`src/rtl/can_fifo_pkg.sv`:
```
// Shared types and default sizing for the CAN receive FIFO.
// Info records pair a stored frame length with an overrun flag.
package can_fifo_pkg;

  localparam int DEF_DATA_AW  = 6;
  localparam int DEF_INFO_AW  = 5;
  localparam int DEF_LEN_W    = 4;
  localparam int DEF_AFULL_TH = 48;

  typedef struct packed {
    logic [DEF_LEN_W-1:0] len;
    logic                 ovr;
  } info_t;

endpackage

```
`src/rtl/can_sdp_ram.sv`:
```
// Simple dual-port RAM: one write port, one synchronous read port.
// Ports: clk/rst_n, we/waddr/wdata write, raddr in, rdata registered out.
module can_sdp_ram #(
  parameter int W  = 8,
  parameter int AW = 6
) (
  input  logic          clk,
  input  logic          rst_n,
  input  logic          we,
  input  logic [AW-1:0] waddr,
  input  logic [W-1:0]  wdata,
  input  logic [AW-1:0] raddr,
  output logic [W-1:0]  rdata
);

  logic [W-1:0] mem [2**AW];

  always_ff @(posedge clk) begin
    if (we) mem[waddr] <= wdata;
  end

  // Read-during-write to the same address returns the old word.
  always_ff @(posedge clk or negedge rst_n) begin
    if (!rst_n) rdata <= '0;
    else        rdata <= mem[raddr];
  end

endmodule

```
`src/rtl/can_rx_fifo_gen.sv`:
```
// CAN receive FIFO: circular byte RAM plus per-frame info RAM.
// Ports: wr/data_in/frame_end/frame_abort in, head frame + counters out.
module can_rx_fifo_gen
  import can_fifo_pkg::*;
#(
  parameter int DATA_AW  = DEF_DATA_AW,
  parameter int INFO_AW  = DEF_INFO_AW,
  parameter int LEN_W    = DEF_LEN_W,
  parameter int AFULL_TH = DEF_AFULL_TH,
  parameter int U_DLY    = 1
) (
  input  logic               clk,
  input  logic               rst_n,
  input  logic               wr,
  input  logic [7:0]         data_in,
  input  logic               frame_end,
  input  logic               frame_abort,
  input  logic               reset_mode,
  input  logic               release_buffer,
  input  logic [LEN_W-1:0]   rd_offset,
  output logic [7:0]         data_out,
  output logic [LEN_W-1:0]   head_len,
  output logic               head_overrun,
  output logic               info_empty,
  output logic [INFO_AW:0]   frame_cnt,
  output logic [DATA_AW:0]   byte_cnt,
  output logic               almost_full,
  output logic [7:0]         drop_cnt,
  output logic               init_busy
);

  // U_DLY only shapes behavioural models; the netlist has no delay.
  if (U_DLY < 0) begin : g_bad_dly
    $error("U_DLY must be non-negative");
  end

  localparam logic [DATA_AW:0] AF_TH =
    (DATA_AW+1)'(AFULL_TH);

  logic [DATA_AW-1:0] wr_ptr, frame_start, rd_ptr;
  logic [INFO_AW-1:0] iwr_ptr, ird_ptr, init_cnt;
  logic [LEN_W-1:0]   len, len_next;
  logic               ovr_latch, ovr_next;
  logic [LEN_W:0]     info_rdata, info_wdata;
  logic [INFO_AW-1:0] info_waddr;
  logic               info_we;

  logic act, wr_ok, wr_rej, rel, abort, fe;
  logic fe_real, commit, drop, rollback;
  logic [DATA_AW:0]   rb_sub, rel_sub;

  assign head_len     = info_rdata[LEN_W:1];
  assign head_overrun = info_rdata[0];
  assign info_empty   = (frame_cnt == '0);
  assign almost_full  = (byte_cnt >= AF_TH);

  always_comb begin
    act    = !init_busy && !reset_mode;
    wr_ok  = act && wr && !byte_cnt[DATA_AW] && !(&len);
    wr_rej = act && wr && !wr_ok;
    rel    = act && release_buffer && !info_empty;
    abort  = act && frame_abort;
    fe     = act && frame_end && !frame_abort;
    len_next = len + LEN_W'(wr_ok);
    ovr_next = ovr_latch || wr_rej;
    // The byte written alongside frame_end belongs to that frame.
    fe_real  = fe && ((len_next != '0) || ovr_next);
    commit   = fe_real && !frame_cnt[INFO_AW];
    drop     = fe_real && frame_cnt[INFO_AW];
    rollback = abort || drop;
    rb_sub   = rollback ? (DATA_AW+1)'(len_next) : '0;
    rel_sub  = rel ? (DATA_AW+1)'(head_len) : '0;
  end

  always_comb begin
    info_we    = init_busy || commit;
    info_waddr = init_busy ? init_cnt : iwr_ptr;
    info_wdata = init_busy ? '0 : {len_next, ovr_next};
  end

  always_ff @(posedge clk or negedge rst_n) begin
    if (!rst_n) begin
      wr_ptr      <= '0;
      frame_start <= '0;
      rd_ptr      <= '0;
      iwr_ptr     <= '0;
      ird_ptr     <= '0;
      init_cnt    <= '0;
      init_busy   <= 1'b1;
      len         <= '0;
      ovr_latch   <= 1'b0;
      byte_cnt    <= '0;
      frame_cnt   <= '0;
      drop_cnt    <= '0;
    end else begin
      if (init_busy) begin
        init_cnt <= init_cnt + INFO_AW'(1);
        if (&init_cnt) init_busy <= 1'b0;
      end
      if (reset_mode) begin
        wr_ptr      <= rd_ptr;
        frame_start <= rd_ptr;
        iwr_ptr     <= ird_ptr;
        len         <= '0;
        ovr_latch   <= 1'b0;
        byte_cnt    <= '0;
        frame_cnt   <= '0;
      end else begin
        byte_cnt <= byte_cnt
                  + (DATA_AW+1)'(wr_ok)
                  - rb_sub - rel_sub;
        frame_cnt <= frame_cnt
                   + (INFO_AW+1)'(commit)
                   - (INFO_AW+1)'(rel);
        if (rollback)
          wr_ptr <= frame_start;
        else
          wr_ptr <= wr_ptr + DATA_AW'(wr_ok);
        if (commit) begin
          frame_start <= wr_ptr + DATA_AW'(wr_ok);
          iwr_ptr     <= iwr_ptr + INFO_AW'(1);
        end
        if (commit || rollback) begin
          len       <= '0;
          ovr_latch <= 1'b0;
        end else begin
          len       <= len_next;
          ovr_latch <= ovr_next;
        end
        if (rel) begin
          rd_ptr  <= rd_ptr + DATA_AW'(head_len);
          ird_ptr <= ird_ptr + INFO_AW'(1);
        end
        if (drop && drop_cnt != 8'hff)
          drop_cnt <= drop_cnt + 8'd1;
      end
    end
  end

  can_sdp_ram #(.W(8), .AW(DATA_AW)) u_byte_ram (
    .clk   (clk),
    .rst_n (rst_n),
    .we    (wr_ok),
    .waddr (wr_ptr),
    .wdata (data_in),
    .raddr (rd_ptr + DATA_AW'(rd_offset)),
    .rdata (data_out)
  );

  can_sdp_ram #(.W(LEN_W+1), .AW(INFO_AW)) u_info_ram (
    .clk   (clk),
    .rst_n (rst_n),
    .we    (info_we),
    .waddr (info_waddr),
    .wdata (info_wdata),
    .raddr (ird_ptr),
    .rdata (info_rdata)
  );

endmodule

```
`config.mk`:
```
export PLATFORM = sky130hd
export DESIGN_NAME = can_rx_fifo_gen
export DESIGN_NICKNAME = d
export VERILOG_FILES = /design/src/rtl/can_fifo_pkg.sv /design/src/rtl/can_sdp_ram.sv /design/src/rtl/can_rx_fifo_gen.sv
export SDC_FILE = /design/constraint.sdc
export NUM_CORES = 1
export LEC_CHECK = 0
export ABC_AREA = 1
export CAP_MARGIN = 25
export CORE_MARGIN = 3
export CORE_UTILIZATION = 46
export DETAILED_ROUTE_END_ITERATION = 10
export DONT_BUFFER_PORTS = 1
export SLEW_MARGIN = 20
export SYNTH_ARGS = -nofsm -noshare
export SYNTH_HDL_FRONTEND = slang
export SYNTH_SLANG_ARGS = --single-unit
```
`constraint.sdc`:
```
create_clock -name clk -period 6.3 [get_ports clk]
set_clock_uncertainty 0.15 [all_clocks]
set_input_delay 1.26 -clock clk [delete_from_list [all_inputs] [get_ports clk]]
set_output_delay 1.26 -clock clk [all_outputs]
set_load 0.005 [all_outputs]
```
==> results.txt <==
The flow ran to the end, and the final reports show no timing, DRC or antenna violations. The number of global-route vias before repair came to 20550. The number of instances in the synthesized netlist is 2859. The clock tree buffer depth is 3. The wire length of the first global-routing pass is 119.5 mm. The maximum clock frequency came out at 187.9 MHz. The starting DRC count in detailed routing is 1848.

The Yosys warning count is 0. STA classifies the critical path endpoint as a register. The delay of the slowest cell on the worst path came out at 0.79 ns.

The I/O pin count is 56. In this run the worst path has a maximum fanout of 21. The source-to-sink clock delay at the later pin of the worst-skew pair is 0.63 ns. Among all flip-flop cells after synthesis, the most frequent one is sky130_fd_sc_hd__edfxtp_1. The synthesized netlist devotes 7.000% of its cell area to compound gates.

After layout, the design draws a total of 17.05 mW. The total number of placement rows came out at 95. The mux cell area share after synthesis came out at 0.03150%. From synthesis to final layout, the design area changed by 10.65%.

After detailed placement, the total cell area comes to 32430 um2. The starting utilization of the core area came out at 46.91%. The count of pins over their slew limit was 0. By area, the combinational part of the netlist is dominated by simple AND/OR/NAND/NOR gates. Global routing consumed, on the met1 layer, 29.55% of the routing resources. Setup repair after global routing left no endpoint under its margin. The critical path is of the register to register type. The total number of vias came out at 20740. The final net count came out at 2884. The global routing's busiest layer is met2. The startpoint identified for the worst register-to-register timing path is init_busy. The class of the tightest hold or removal check is input pin to async pin. The share of synthesized cell area in and, or, nand and nor gates came out at 17.25%. The slowest stage of the critical path is the sky130_fd_sc_hd__dfstp_2 cell. At the end of routability-driven placement, the weighted congestion stood at 0.8489. The worst reg-to-reg path cell count is 26. The worst path needs 5.321 ns of the cycle, external delays included. The residual overflow from global routing came out at 0.

The cell sitting at the root of the clock tree is a sky130_fd_sc_hd__clkbuf_16. The fraction of layout instances using a drive strength above 1 is 6.581%. The adder and majority gate portion of the synthesized area came out at 1.921%.

The category of the worst setup path launch point is a register. The maximum VDD drop is 0.5653 mV. The reg-to-reg critical path endpoint is byte_cnt[5]. Power spread over the standard cell area amounts to 484.9 nW/um2. The met2 usage in global routing came out at 35.04%.

The slew at the pin closest to its max-slew limit is 1.072 ns. Yosys mapped a number of flops with a built-in enable equal to 672. The per-instance average area after synthesis came out at 11.12 um2.

The share of Yosys cell area claimed by the top area cell type came out at 63.50%. By area the synthesized netlist is led by sky130_fd_sc_hd__edfxtp_1, sky130_fd_sc_hd__nor2_1, sky130_fd_sc_hd__nand2_1, sky130_fd_sc_hd__dfrtp_1, sky130_fd_sc_hd__o21ai_0. The hold violation total from the final report came out at 0. The xor and xnor fraction of the mapped netlist area is 0.8661%. The layout has 5868 filler cells. The post-route clock period utilization is 84.47%. The total length of routed wires came out at 77.33 mm.

Among the stages of the critical path, the cell type that occurs most often is sky130_fd_sc_hd__inv_1. The internal reg-to-reg setup slack is 0.98 ns. In this run, distinct cell masters in the synthesized netlist total 45. The full die area is 72280 um2. Counting flops with an async set or reset pin after synthesis yields a share of 9.799%. The clock net sink count came out at 745.

The most critical setup path has its startpoint at init_busy. The share of the yosys chip area belonging to registers came out at 69.25%. Summed over all cells, the static leakage comes to 12.80 nW. The overall global routing resource usage came out at 21.55%. The CTS buffer count is 80. The remaining antenna violation count after routing is 0. The total number of H-tree levels came out at 3.

The normalized max-slew margin came out at 28.50%. Entering global routing, the biggest net connects 201 pins. The floorplan step set the die height to 268.8 um. The met3 track demand over resource in global routing is 4.033%. The total of flip-flops plus latches after synthesis came out at 745. The data arrival at the endpoint of the critical path is 5.69 ns.

The cell type contributing the most total cell area after synthesis is sky130_fd_sc_hd__edfxtp_1. The total of endpoints with negative setup slack in the final report came out at 0. The count of input and output buffers came out at 0. The die is 268.8 um wide. At the worst endpoint, the required time is 6.67 ns. The placement-stage worst setup slack is 0.5862 ns. The detailed-route wire length per cell is 20.56 um.

The first-pass iteration count of the detailed router came out at 5. The placeable core area came out at 67750 um2. The number of nets handed over by synthesis was 2922. After legalization and detailed placement, the total HPWL measured 45.24 mm. For this design, the CTS-stage hold fixing added 0 buffers. The total of max-cap violations came out at 0. Using the TritonRoute via totals, the vias-per-cell ratio works out to 5.515. The end of the critical path is byte_cnt[5]. The post-synthesis cell area came out at 31780 um2. The post-cts gate resize count is 0. The clock tree from TritonCTS is yes. The worst path setup slack after routing is 0.9785 ns. The final-layout setup total negative slack came out at 0 ns. Leaving out fill and tap cells, the most frequent cells in the layout are sky130_fd_sc_hd__edfxtp_1, sky130_fd_sc_hd__nor2_1, sky130_fd_sc_hd__nand2_1, sky130_fd_sc_hd__o21ai_0, sky130_fd_sc_hd__nand3_1. The clock-pin slew on the worst setup and hold paths came out at 0.06 ns. The number of antenna violations at the first check in global routing is 2. The most common cell after layout, fill and taps aside is sky130_fd_sc_hd__edfxtp_1. The remaining design rule violation count is 0. The total non-filler cell area in the finished layout is 35170 um2.

The post-CTS setup buffer count is 0.
-- synth_stat cells, types with 17 or more instances --
library cell and instances:
sky130_fd_sc_hd__xor2_1 17, sky130_fd_sc_hd__o21ai_0 321, sky130_fd_sc_hd__o21ai_1 25, sky130_fd_sc_hd__clkbuf_1 51, sky130_fd_sc_hd__nor2_1 664, sky130_fd_sc_hd__nand3_1 182
sky130_fd_sc_hd__nand2_1 484, sky130_fd_sc_hd__buf_2 60, sky130_fd_sc_hd__edfxtp_1 672, sky130_fd_sc_hd__a21oi_1 22, sky130_fd_sc_hd__dfrtp_1 72, sky130_fd_sc_hd__o22ai_1 22
sky130_fd_sc_hd__inv_1 110, sky130_fd_sc_hd__ha_1 36
-- worst max-delay path, delay by kind of cell, from the launching register on --
kind | cells | cell delay (ns)
adders and majority gates | 6 | 2.05
and+or+nand+nor | 12 | 1.32
DFF | 1 | 0.79
buffers and inverters | 5 | 0.49
AOI/OAI and AO/OA | 3 | 0.39
-- where the power goes --
group / switching [mW] / internal [mW]
logic: 4.51 / 1.91
clock network: 1.98 / 2.81
registers: 0.224 / 5.62
-- kinds of logic (layout without fill, tap and decap cells) --
kind of cell | Yosys count | in the layout
compound gates | 421 | 421
xor+xnor | 25 | 25
fa+ha+maj | 44 | 44
buf+inv | 262 | 290
flops | 745 | 745
mux | 1 | 1
other cells | 0 | 1
simple gates | 1361 | 1361
-- per-layer routing --
| metal | vias up | share of wire (%) |
|---|---|---|
| met4 | 4 | 2.7 |
| li1 | 9757 | - |
| met1 | 10170 | 43 |
| met3 | 148 | 6.6 |
| met5 | - | 0.052 |
| met2 | 666 | 48 |
-- per-stage QoR --
step                hold slack, ns  std cells  utilization, %
floorplan                   0.3015       2859               -
global placement            0.3207       3608           47.80
detailed placement          0.3233       3611           47.86
CTS                         0.1310       3759           51.86
global route                0.1299       3760           51.90
finish                      0.1660       3761           51.90
-- how the worst min path moves through the flow --
stage	depth (start not counted)	start	slack [ns]	endpoint
2_1_floorplan	1	init_cnt[3]	0.30	init_cnt[3]
3_3_place_gp	2	frame_start[3]	0.32	frame_start[3]
3_5_place_dp	2	frame_start[3]	0.32	frame_start[3]
4_1_cts	0	rst_n	0.13	init_cnt[2]
5_1_grt	0	rst_n	0.13	u_info_ram.rdata[0]
6_report	0	rst_n	0.17	u_info_ram.rdata[0]
-- final cells by class --
cell class	instances	area (um2)	area share, %
tap	873	1092	3.106
timing repair buffer	20	231.5	0.6582
clock inverter	49	573.1	1.630
sequential	745	22010	62.58
inverter	122	465.4	1.324
multi-input combinational	1852	8658	24.62
antenna	1	2.502	0.007116
clock buffer	99	2135	6.070
-- sequential cells by signal, summed over array words and instances (netlist names) --
register	count
init_cnt	5
iwr_ptr	5
ird_ptr	5
ovr_latch	1
u_byte_ram.mem	512
frame_start	6
u_info_ram.mem	160
rd_ptr	6
len	4
drop_cnt	8
wr_ptr	6
frame_cnt	6
byte_cnt	7
u_info_ram.rdata	5
u_byte_ram.rdata	8
init_busy	1
No activity file was read; power rests on OpenSTA's default activity.
